===== src/rtl/turing_pkg.sv =====
// turing_pkg: shared encodings for the Turing engine (moves, halt reasons, FSM states).
package turing_pkg;

    typedef enum logic [1:0] {
        MV_LEFT  = 2'b00,
        MV_RIGHT = 2'b01,
        MV_STAY  = 2'b10,
        MV_HALT  = 2'b11
    } move_t;

    typedef enum logic [1:0] {
        HR_HALT       = 2'b00,
        HR_LEFT_EDGE  = 2'b01,
        HR_RIGHT_EDGE = 2'b10,
        HR_STEP_LIMIT = 2'b11
    } halt_t;

    typedef enum logic [2:0] {
        S_IDLE,
        S_FETCH,
        S_PAUSE,
        S_EXEC,
        S_DONE
    } fsm_t;

endpackage


===== src/rtl/turing_engine_transition_table.sv =====
// transition_table: NS*2^SW entry rule memory, synchronous write, asynchronous read.
module transition_table #(
    parameter int SW = 2,
    parameter int SB = 3,
    parameter int NS = 8
) (
    input  logic               clock,
    input  logic               we,
    input  logic [SB+SW-1:0]   waddr,
    input  logic [SW+SB+1:0]   wdata,
    input  logic [SB+SW-1:0]   raddr,
    output logic [SW+SB+1:0]   rdata
);
    localparam int AW = SB + SW;
    localparam int DEPTH = NS << SW;
    localparam logic [AW:0] LIM = (AW + 1)'(DEPTH);

    logic [SW+SB+1:0] mem [DEPTH];

    // Addresses naming a state >= NS fall outside the table when NS is not a power of two.
    always_ff @(posedge clock)
        if (we && {1'b0, waddr} < LIM) mem[waddr] <= wdata;

    assign rdata = ({1'b0, raddr} < LIM) ? mem[raddr] : '0;
endmodule


===== src/rtl/turing_engine.sv =====
// turing_engine: single-tape Turing machine with host-programmable table and tape,
// free-running at two cycles per step or paced by step pulses.
module turing_engine
    import turing_pkg::*;
#(
    parameter int SW = 2,
    parameter int NS = 8,
    parameter int TL = 32,
    parameter int MAX_STEPS = 255,
    localparam int SB = (NS > 1) ? $clog2(NS) : 1,
    localparam int AB = $clog2(TL),
    localparam int CW = $clog2(MAX_STEPS + 1)
) (
    input  logic               clock,
    input  logic               reset_n,
    input  logic               prog_valid,
    output logic               prog_ready,
    input  logic [SB+SW-1:0]   prog_addr,
    input  logic [SW+SB+1:0]   prog_data,
    input  logic               tape_we,
    input  logic [AB-1:0]      tape_addr,
    input  logic [SW-1:0]      tape_wdata,
    input  logic [AB-1:0]      rd_addr,
    output logic [SW-1:0]      rd_data,
    input  logic               start,
    input  logic [AB-1:0]      start_head,
    input  logic               abort,
    input  logic               single_step,
    input  logic               step,
    output logic               busy,
    output logic               done,
    output logic [1:0]         halt_reason,
    output logic [AB-1:0]      head,
    output logic [SB-1:0]      cur_state,
    output logic [CW-1:0]      step_count
);
    localparam logic [AB-1:0] LAST = AB'(TL - 1);
    localparam logic [CW-1:0] LIMIT = CW'(MAX_STEPS);

    fsm_t             st;
    logic [SW-1:0]    tape [TL];
    logic [SW+SB+1:0] ent, tbl_rd;
    logic [SW-1:0]    sym, ws;
    move_t            mv;
    logic [SB-1:0]    ns;
    logic [CW-1:0]    cnt_nx;
    logic             idle_done, host_tw, exec_wr;

    assign idle_done  = (st == S_IDLE) || (st == S_DONE);
    assign prog_ready = idle_done;
    assign busy       = (st == S_FETCH) || (st == S_PAUSE) || (st == S_EXEC);
    assign done       = (st == S_DONE);
    assign sym        = tape[head];
    assign rd_data    = tape[rd_addr];
    assign ws         = ent[SW+SB+1 -: SW];
    assign mv         = move_t'(ent[SB+1:SB]);
    assign ns         = ent[SB-1:0];
    assign cnt_nx     = step_count + CW'(1);
    assign host_tw    = tape_we && idle_done;
    assign exec_wr    = (st == S_EXEC) && (mv != MV_HALT) && !abort;

    transition_table #(.SW(SW), .SB(SB), .NS(NS)) u_table (
        .clock (clock),
        .we    (prog_valid && prog_ready),
        .waddr (prog_addr),
        .wdata (prog_data),
        .raddr ({cur_state, sym}),
        .rdata (tbl_rd)
    );

    // Host and engine writes never overlap: the host is only heard in IDLE/DONE.
    always_ff @(posedge clock)
        if (host_tw) tape[tape_addr] <= tape_wdata;
        else if (exec_wr) tape[head] <= ws;

    always_ff @(posedge clock or negedge reset_n)
        if (!reset_n) begin
            st          <= S_IDLE;
            head        <= '0;
            cur_state   <= '0;
            step_count  <= '0;
            halt_reason <= HR_HALT;
            ent         <= '0;
        end else if (abort) begin
            st <= S_IDLE;
        end else begin
            case (st)
                S_IDLE, S_DONE:
                    if (start) begin
                        st         <= S_FETCH;
                        head       <= start_head;
                        cur_state  <= '0;
                        step_count <= '0;
                    end
                S_FETCH: begin
                    ent <= tbl_rd;
                    st  <= single_step ? S_PAUSE : S_EXEC;
                end
                S_PAUSE:
                    if (step) st <= S_EXEC;
                S_EXEC:
                    if (mv == MV_HALT) begin
                        halt_reason <= HR_HALT;
                        st          <= S_DONE;
                    end else begin
                        cur_state  <= ns;
                        step_count <= cnt_nx;
                        // Edge stops win over the step limit; the head stays put on an edge.
                        if (mv == MV_LEFT && head == '0) begin
                            halt_reason <= HR_LEFT_EDGE;
                            st          <= S_DONE;
                        end else if (mv == MV_RIGHT && head == LAST) begin
                            halt_reason <= HR_RIGHT_EDGE;
                            st          <= S_DONE;
                        end else begin
                            head <= (mv == MV_LEFT) ? head - AB'(1) : (mv == MV_RIGHT) ? head + AB'(1) : head;
                            st   <= (cnt_nx == LIMIT) ? S_DONE : S_FETCH;
                            if (cnt_nx == LIMIT) halt_reason <= HR_STEP_LIMIT;
                        end
                    end
                default: st <= S_IDLE;
            endcase
        end
endmodule

===== config.mk =====
export PLATFORM = sky130hd
export DESIGN_NAME = turing_engine
export DESIGN_NICKNAME = d
export VERILOG_FILES = /design/src/rtl/turing_pkg.sv /design/src/rtl/turing_engine_transition_table.sv /design/src/rtl/turing_engine.sv
export SDC_FILE = /design/constraint.sdc
export NUM_CORES = 1
export LEC_CHECK = 0
export ABC_AREA = 1
export BUFFER_PORTS_ARGS = -buffer_cell sky130_fd_sc_hd__buf_4
export CAP_MARGIN = 30
export CORE_AREA = 2 2 206 208
export DETAILED_ROUTE_END_ITERATION = 12
export DIE_AREA = 0 0 208 210
export PLACE_DENSITY = 0.59
export SLEW_MARGIN = 20
export SYNTH_ARGS = -nofsm -noshare
export SYNTH_HDL_FRONTEND = slang
export SYNTH_HIERARCHICAL = 1
export SYNTH_SLANG_ARGS = --single-unit

===== constraint.sdc =====
create_clock -name clock -period 3.6 [get_ports clock]
set_input_delay 0.36 -clock clock [delete_from_list [all_inputs] [get_ports clock]]
set_output_delay 0.36 -clock clock [all_outputs]
set_load 0.005 [all_outputs]

==> results.toml, run 1 <==
[worst_setup_path]
cp-startpoint = "head[1]"
r2r_start = "head[1]"
slowest_stage = "dfrtp_1"
worstPathRequired_ns = 4.00
cpMostUsedCell = "nand2_1"
worstPathArrival_ns = 3.55
startpoint_type = "flip-flop"
crit_fanout = 54
crit_type = "reg2reg"
slowest_delay_ns = 0.38
path_cells = "inv_1, o21ai_0, o22ai_1, nand2_1, nand3_1, nand3_1, nand2_4, inv_4, buf_12, nand2_1, nand3_1, nand3_1, nand2_1, nand2_1, nand2_1, nand2_1, nand2_1, mux2_2"
end_kind = "flip-flop"

[placement]
dpl.cell_count = 1933
io_buffers = 59
place_ws_ns = 0.521
gp_congestion = 0.860
hpwl_um = 22900

[floorplan]
die_x_um = 208
start_util_pct = 34.5
die-area_um2 = 43700
core_area_um2 = 41500
dieHeight_um = 210
rows = 75
boundaryPins = 60

[logic_synthesis]
synth.distinct_cells = 42
synth_edf_count = 288
synth_top_cell_by_area = "edfxtp_1"
yosysTopAreaCellShare_pct = 60.5
synth_nets = 1417
syn_area_um2 = 14300
ys_seq_elements = 316
synthCells = 1374
yosysSeqAreaShare_pct = 65.4
synth_warnings = 6
ys_top_cells_by_area = "edfxtp_1 (61%), nand2_1 (11%), nand3_1 (7.6%)"
ys.flop_type = "edfxtp_1"
async_reset_ff_share_pct = 8.86
syn_avg_cell_area_um2 = 10.4

[cts]
cts_buffers = 35
clk_pin_slew_ns = 0.06
cts_max_level = 2
clk_path_buf_depth = 3
post_cts.repair.setup_buffers = 0
clk_latency_ns = 0.53
cts_sinks = 316
root_buffer = "clkbuf_16"
cts_resized = 0
cts_tree = "built"

[timing]
hold_viol = 0
setup_tns_ns = 0
worst_hold_slack_ns = 0.0477
max_slew.worst_pin.slew_ns = 0.750
layout_worst_path_cycle_share_pct = 87.5
skew_ns = 0.0220
worst_slack_ns = 0.450
min_period_ns = 3.15
finalSetupViolations = 0
timing.slew.headroom_pct = 49.8
max_freq_mhz = 318
rsz0062_at_grt = "no"
slew_viol_final = 0

[power]
vdd_drop_max_mv = 0.972
p_leak_nw = 6.16
p_per_area_nw_per_um2 = 826

[detailed_routing]
dr_total_vias = 10342
vias_per_cell = 5.18
drt_iter0_drc = 927
wirelength_um = 36900
ant_nets = 0
firstDrtPassIters = 6
post_drt_wl_per_cell_um = 18.5
route.detailed.drc = 0

[finish]
final_net_count = 1476
final_util_pct = 39.7
final_cell_mix = "nand2_1 (405), edfxtp_1 (288), nand3_1 (216)"
area_delta_synth_final_pct = 15.2
stdcell_count = 1997
num-fill-cells = 4070
drive_gt1_share_pct = 12.1
diodes = 0
final_common_cell = "nand2_1"

[flow_run]
cap_violations = 0

[global_routing]
grt_usage_pct = 16.8
grt_max_degree = 113
antenna_found_initial = 0
grt_pass1_wl_um = 57900
grt_pass1_vias = 10062
grt_overflow = 0

[min_path]
hp-start = "abort"
holdCritPathClass = "in2reg"

[status]
status = "finished clean"
## where the power goes
part	leakage (nW)	internal, mW	switching (mW)
Clock	0.545	2.05	1.45
Sequential	2.95	4.13	0.113
Combinational	2.66	1.81	4.04
## flip-flops by register name, summed over array words and instances (netlist names)
signal and flops:
halt_reason 2, tape 64, cur_state 3, ent 7, step_count 8, head 5, u_table/mem 224, st 3
## worst paths after layout
check / end / slack (ns) / depth (start not counted)
max in group asynchronous: cur_state[2] / 2.98 / 2
setup / recovery: ent[4] / 0.45 / 18
setup reg to reg: ent[4] / 0.45 / 18
hold reg to reg: halt_reason[1] / 0.48 / 2
hold / removal: st[1] / 0.05 / 2
min in group asynchronous: step_count[4] / 0.31 / 2
## worst max-delay path: cells and delay by family (launching register included)
kind	cells	cell delay [ns]
and+or+nand+nor	12	1.10
buffers and inverters	3	0.85
DFF	1	0.38
AOI/OAI and AO/OA	2	0.36
muxes	1	0.26
## layer usage
metal,track usage (%),wire (um)
met1,23.9,16900
met2,26.8,16900
met3,2.43,2150
met4,5.18,940
met5,0,0
## synthesized netlist by cell type, types with 2 or more instances
master	count
xor2_1	2
o221ai_1	15
nor2_1	140
o211ai_1	3
o21bai_1	14
o21ai_0	58
buf_6	9
nand3_1	216
o2111ai_1	2
nand3_4	3
mux2_2	5
o21ai_2	3
inv_2	7
nand2_1	407
nand2_2	4
o21ai_4	2
nor2_4	2
buf_1	3
nand4_1	3
buf_2	28
buf_4	9
clkbuf_1	20
inv_1	43
dfrtp_1	28
edfxtp_1	288
o21ai_1	2
ha_1	5
a21oi_1	24
o22ai_1	16
## area by class of cell
| cell class | count | area, um2 | share of cell area (%) |
|---|---|---|---|
| Clock buffer | 45 | 965 | 5.86 |
| Clock inverter | 17 | 158 | 0.958 |
| Inverter | 52 | 198 | 1.20 |
| Multi-Input combinational cell | 935 | 4340 | 26.3 |
| Sequential cell | 316 | 9350 | 56.8 |
| Tap cell | 539 | 674 | 4.10 |
| Timing Repair Buffer | 93 | 783 | 4.76 |
## timing repair
item | 4_1_cts | 5_1_grt
hold buffers | 1 | 0
setup endpoints to repair | 0 | 0
hold endpoints to repair | 28 | 0
## cell families after synthesis
| family | count (synthesis) | synth area share, % |
|---|---|---|
| simple gates | 779 | 23.0 |
| flops | 316 | 65.4 |
| compound gates | 143 | 6.21 |
| buf+inv | 123 | 4.32 |
| fa+ha+maj | 6 | 0.578 |
| mux | 5 | 0.394 |
| xor+xnor | 2 | 0.123 |
## through the flow
step	power, mW	instance area [um2]
CTS	13.7	16400
finish	13.6	16500
global placement	10.1	15300
detailed placement	10.2	15300
floorplan	8.61	14300
global route	14.6	16500
No activity file was read; power rests on OpenSTA's default activity.
==> run 2: changes to the inputs <==
==> constraint.sdc (replaced) <==
create_clock -name clock -period 3.6 [get_ports clock]
set_input_delay 0.36 -clock clock [delete_from_list [all_inputs] [get_ports clock]]
set_output_delay 0.36 -clock clock [all_outputs]
set_load 0.05 [all_outputs]
==> results.toml, run 2 (same netlist as run 1, synthesis figures left out) <==
[detailed_routing]
dr_total_vias = 10367
route.detailed.drc = 0
drt_iter0_drc = 896
vias_per_cell = 5.19
firstDrtPassIters = 5
post_drt_wl_per_cell_um = 18.3
wirelength_um = 36500
ant_nets = 0

[finish]
num-fill-cells = 4073
final_net_count = 1474
multi_input_comb_area_um2 = 4340
largest_reg_flops = 224
final_common_cell = "nand2_1"
top_register = "u_table/mem"
largestRegisters = "u_table/mem: 224 flops, tape: 64 flops, step_count: 8 flops"
seq_area_um2 = 9350
area_delta_synth_final_pct = 14.9
drive_gt1_share_pct = 11.6
diodes = 0
final_cell_mix = "nand2_1 (405), edfxtp_1 (288), nand3_1 (216)"

[cts]
cts_max_level = 2
cts_resized = 0
cts_buffers = 35
cts_tree = "built"
clk_latency_ns = 0.53
clk_path_buf_depth = 3
cts_sinks = 316
clk_pin_slew_ns = 0.06
root_buffer = "clkbuf_16"

[floorplan]
dieHeight_um = 210
rows = 75
start_util_pct = 34.5
boundaryPins = 60
core_area_um2 = 41500
die-area_um2 = 43700
die_x_um = 208

[min_path]
holdCritPathClass = "in2reg"
hold_end = "st[1]"
hp-start = "abort"
min_path_cells = 2

[timing]
rsz0062_at_grt = "no"
max_freq_mhz = 320
max_slew.worst_pin.slew_ns = 0.957
min_period_ns = 3.12
skew_ns = 0.0230
layout_worst_path_cycle_share_pct = 86.7
timing.slew.headroom_pct = 36.2
finalSetupViolations = 0
slew_viol_final = 0
setup_tns_ns = 0
worst_hold_slack_ns = 0.0385
hold_viol = 0

[worst_setup_path]
cp-startpoint = "head[1]"
rr_endpoint = "ent[4]"
crit_fanout = 54
reg2reg_slack_ns = 0.48
crit_type = "reg2reg"
startpoint_type = "flip-flop"
reg2reg_depth = 18
worstPathArrival_ns = 3.52
worstPathRequired_ns = 3.99
end_kind = "flip-flop"
r2r_start = "head[1]"

[global_routing]
grt_overflow = 0
grt_max_degree = 113
grt_usage_pct = 16.6
grt_pass1_vias = 10116
antenna_found_initial = 0
grt_pass1_wl_um = 57400

[placement]
gp_congestion = 0.856
io_buffers = 59
hpwl_um = 22800

[power]
vdd_drop_max_mv = 0.925
p_per_area_nw_per_um2 = 841
p_leak_nw = 6.14
power.total_mw = 13.8

[status]
status = "finished clean"

[flow_run]
cap_violations = 0
-- run 2: cell count changes in the layout (fill, tap and decap cells not counted), moves of 3 or more --
cell        change
clkbuf_1        +3
clkinvlp_4      -3
clkbuf_8        -3
clkinv_1        +5
-- run 2: final cells by class --
class / instances / share of cell area (%)
Timing Repair Buffer: 91 / 4.56
Multi-Input combinational cell: 935 / 26.4
Inverter: 52 / 1.20
Tap cell: 539 / 4.11
Sequential cell: 316 / 56.9
Clock buffer: 45 / 5.69
Clock inverter: 19 / 1.10
-- run 2: report_power, final --
group          internal [mW]  total, mW  switching, mW  leakage (nW)
Clock                   2.06       3.50           1.44         0.546
Combinational           1.81       6.05           4.23          2.65
Sequential              4.13       4.26          0.129          2.95
Total                   8.01       13.8           5.80          6.14
-- run 2: critical path, stage by stage, from the launching register on --
cell and delay [ns]:
dfrtp_1 0.38, inv_1 0.35, o21ai_0 0.16, o22ai_1 0.14, a21oi_1 0.08, o21ai_0 0.10, nand3_1 0.14, nand2_4 0.12
inv_4 0.19, buf_12 0.27, nand2_1 0.07, nand3_1 0.09, nand3_1 0.12, nand2_1 0.08, nand2_1 0.08, nand2_1 0.10
nand2_1 0.07, nand2_1 0.09, mux2_2 0.26
-- run 2: what timing repair did --
item                                   4_1_cts  5_1_grt
hold buffers                                 1        0
buffers inserted                             0        0
endpoints found under the hold margin       28        0
-- run 2: worst max path at each step --
stage	end	depth (start not counted)
after CTS	ent[4]	18
after global routing	ent[4]	19
after global placement	ent[4]	18
final	ent[4]	18
after detailed placement	ent[4]	18
after floorplan	ent[3]	22
-- run 2: layer usage --
metal	routed length, um	up-vias	part of all wire, %	global-route usage, %
li1	-	4907	-	-
met1	16700	5034	46	23.3
met4	861	0	2.4	4.74
met3	2250	62	6.2	2.77
met5	0	-	0	0
met2	16700	364	46	26.5
-- run 2: per-stage QoR --
| step | worst slack [ns] | utilization (%) | cell area [um2] | std cells |
|---|---|---|---|---|
| detailed placement | 0.568 | 36.9 | 15300 | 1932 |
| floorplan | 0.741 | - | 14300 | 1374 |
| global placement | 0.574 | 36.9 | 15300 | 1932 |
| CTS | 0.530 | 39.6 | 16400 | 1997 |
| finish | 0.479 | 39.6 | 16400 | 1997 |
| global route | 0.209 | 39.6 | 16400 | 1997 |
==> run 3: changes to the inputs <==
--- a/config.mk
+++ b/config.mk
@@ -8,12 +8,11 @@
 export ABC_AREA = 1
 export BUFFER_PORTS_ARGS = -buffer_cell sky130_fd_sc_hd__buf_4
 export CAP_MARGIN = 30
-export CORE_AREA = 2 2 206 208
+export CORE_AREA = 2 2 209 211
 export DETAILED_ROUTE_END_ITERATION = 12
-export DIE_AREA = 0 0 208 210
+export DIE_AREA = 0 0 211 213
 export PLACE_DENSITY = 0.59
 export SLEW_MARGIN = 20
 export SYNTH_ARGS = -nofsm -noshare
 export SYNTH_HDL_FRONTEND = slang
-export SYNTH_HIERARCHICAL = 1
 export SYNTH_SLANG_ARGS = --single-unit
==> results.toml, run 3 <==
[status]
status = "finished clean"

[min_path]
hold_end = "head[2]"
holdCritPathClass = "in2reg"
hp-start = "start_head[2]"
min_path_cells = 3

[global_routing]
grt_pass1_vias = 10518
grt_usage_pct = 17.6
grt_pass1_wl_um = 61200
grt_overflow = 0
grt_max_degree = 113
antenna_found_initial = 0

[power]
power.total_mw = 13.9
p_per_area_nw_per_um2 = 823
vdd_drop_max_mv = 0.918
p_leak_nw = 6.62

[worst_setup_path]
reg2reg_depth = 13
worstPathRequired_ns = 4.06
crit_fanout = 30
cp-startpoint = "head[3]"
r2r_start = "head[3]"
crit_type = "reg2reg"
rr_endpoint = "ent[4]"
worstPathArrival_ns = 3.64
startpoint_type = "flip-flop"
reg2reg_slack_ns = 0.42
end_kind = "flip-flop"

[logic_synthesis]
ys.flop_type = "edfxtp_1"
synth_compound_area_share_pct = 4.67
synth_xor_area_share_pct = 0.534
synth-simple-area-share_pct = 24.9
synth_edf_count = 288
syn_area_um2 = 14800
synth_top_cell_by_area = "edfxtp_1"
synth_nets = 1536
yosysSeqAreaShare_pct = 63.4
muxShareOfSynthArea_pct = 0
synth_warnings = 0
synthCells = 1493
yosysTopAreaCellShare_pct = 58.6
synth_top_family_by_area = "simple AND/OR/NAND/NOR gates"
syn_avg_cell_area_um2 = 9.88
async_reset_ff_share_pct = 8.86
synth.distinct_cells = 36
synth_most_common_cell = "nand2_1"
ys_top_cells_by_area = "edfxtp_1 (59%), nand2_1 (10%), nand3_1 (9.3%)"
ys_seq_elements = 316
synthAdderAreaFrac_pct = 0.560
synth_commonest_cells = "nand2_1 (397), edfxtp_1 (288), nand3_1 (274)"

[detailed_routing]
ant_nets = 0
vias_per_cell = 5.20
dr_total_vias = 10992
route.detailed.drc = 0
drt_iter0_drc = 1039
post_drt_wl_per_cell_um = 18.6
firstDrtPassIters = 5
wirelength_um = 39400

[floorplan]
start_util_pct = 34.5
die_x_um = 211
boundaryPins = 60
core_area_um2 = 42700
die-area_um2 = 44900
rows = 76
dieHeight_um = 213

[timing]
min_period_ns = 3.18
hold_viol = 0
worst_slack_ns = 0.417
rsz0062_at_grt = "no"
finalSetupViolations = 0
max_freq_mhz = 314
layout_worst_path_cycle_share_pct = 88.4
timing.slew.headroom_pct = 35.3
setup_tns_ns = 0
max_slew.worst_pin.slew_ns = 0.968
slew_viol_final = 0
skew_ns = 0.0219

[finish]
top_register = "u_table.mem"
largest_reg_flops = 224
diodes = 0
largestRegisters = "u_table.mem: 224 flops, tape: 64 flops, step_count: 8 flops"
final_net_count = 1587
final_cell_mix = "nand2_1 (396), edfxtp_1 (288), nand3_1 (274)"
final_util_pct = 39.6
drive_gt1_share_pct = 10.0
stdcell_count = 2115
final_common_cell = "nand2_1"
area_delta_synth_final_pct = 14.6

[cts]
cts_max_level = 2
clk_path_buf_depth = 3
cts_buffers = 36
cts_tree = "built"
cts_sinks = 316
clk_pin_slew_ns = 0.06
post_cts.repair.setup_buffers = 0
root_buffer = "clkbuf_16"
clk_latency_ns = 0.53
cts_resized = 0

[placement]
hpwl_um = 23900
gp_congestion = 0.878
io_buffers = 59
place_ws_ns = 0.476
dpl.cell_count = 2050

[flow_run]
cap_violations = 0
[run 3: cell families (layout without fill, tap and decap cells)]
group | count (synthesis) | after routing
simple gates | 848 | 848
flops | 316 | 316
buf+inv | 191 | 267
compound gates | 123 | 123
xor+xnor | 9 | 9
fa+ha+maj | 6 | 6
[run 3: where the power goes]
part	switching, mW	internal [mW]	total, mW
combinational	4.30	1.84	6.14
clock	1.44	2.10	3.54
sequential	0.109	4.12	4.23
total	5.85	8.07	13.9
[run 3: metrics by stage]
step / hold slack [ns] / instance area, um2
floorplan: 0.0644 / 14800
global placement: 0.312 / 15700
detailed placement: 0.317 / 15800
CTS: 0.0785 / 16900
global route: 0.0985 / 16900
finish: 0.0978 / 16900
[run 3: per-layer routing]
layer  vias to the layer above  GRT usage [%]  wire, um
met3                        49           2.65      2400
li1                       5214              -         -
met5                         -              0         0
met2                       381           28.4     18100
met1                      5348           24.9     18200
met4                         0           4.47       717
[run 3: critical path: stages (launching register included)]
cell and delay (ns):
dfrtp_1 0.53, inv_1 0.11, nor2_1 0.35, nand2_1 0.13
nand2_1 0.10, nor2_1 0.08, nor2_4 0.75, buf_4 0.35
nand3_1 0.09, nand3_1 0.10, nand3_1 0.15, nand3_1 0.13
nand3_1 0.10, nand2_1 0.09
[run 3: worst max path at each step]
| stage | slack (ns) | endpoint |
|---|---|---|
| after floorplan | 1.14 | tape[16][0] |
| after global placement | 0.51 | ent[5] |
| after detailed placement | 0.48 | tape[22][1] |
| after CTS | 0.46 | tape[22][0] |
| after global routing | 0.16 | ent[2] |
| final | 0.42 | ent[4] |
[run 3: timing repair]
action                                  4_1_cts  5_1_grt
hold endpoints to repair                     29        0
hold buffers                                  2        0
endpoints found under the setup margin        0        0
[run 3: layout make-up]
| class | count | area [um2] |
|---|---|---|
| sequential | 316 | 9350 |
| multi-input combinational | 986 | 4550 |
| clock buffer | 48 | 967 |
| inverter | 110 | 415 |
| tap | 546 | 683 |
| fill | 4109 | 25800 |
| clock inverter | 15 | 154 |
| timing repair buffer | 94 | 781 |
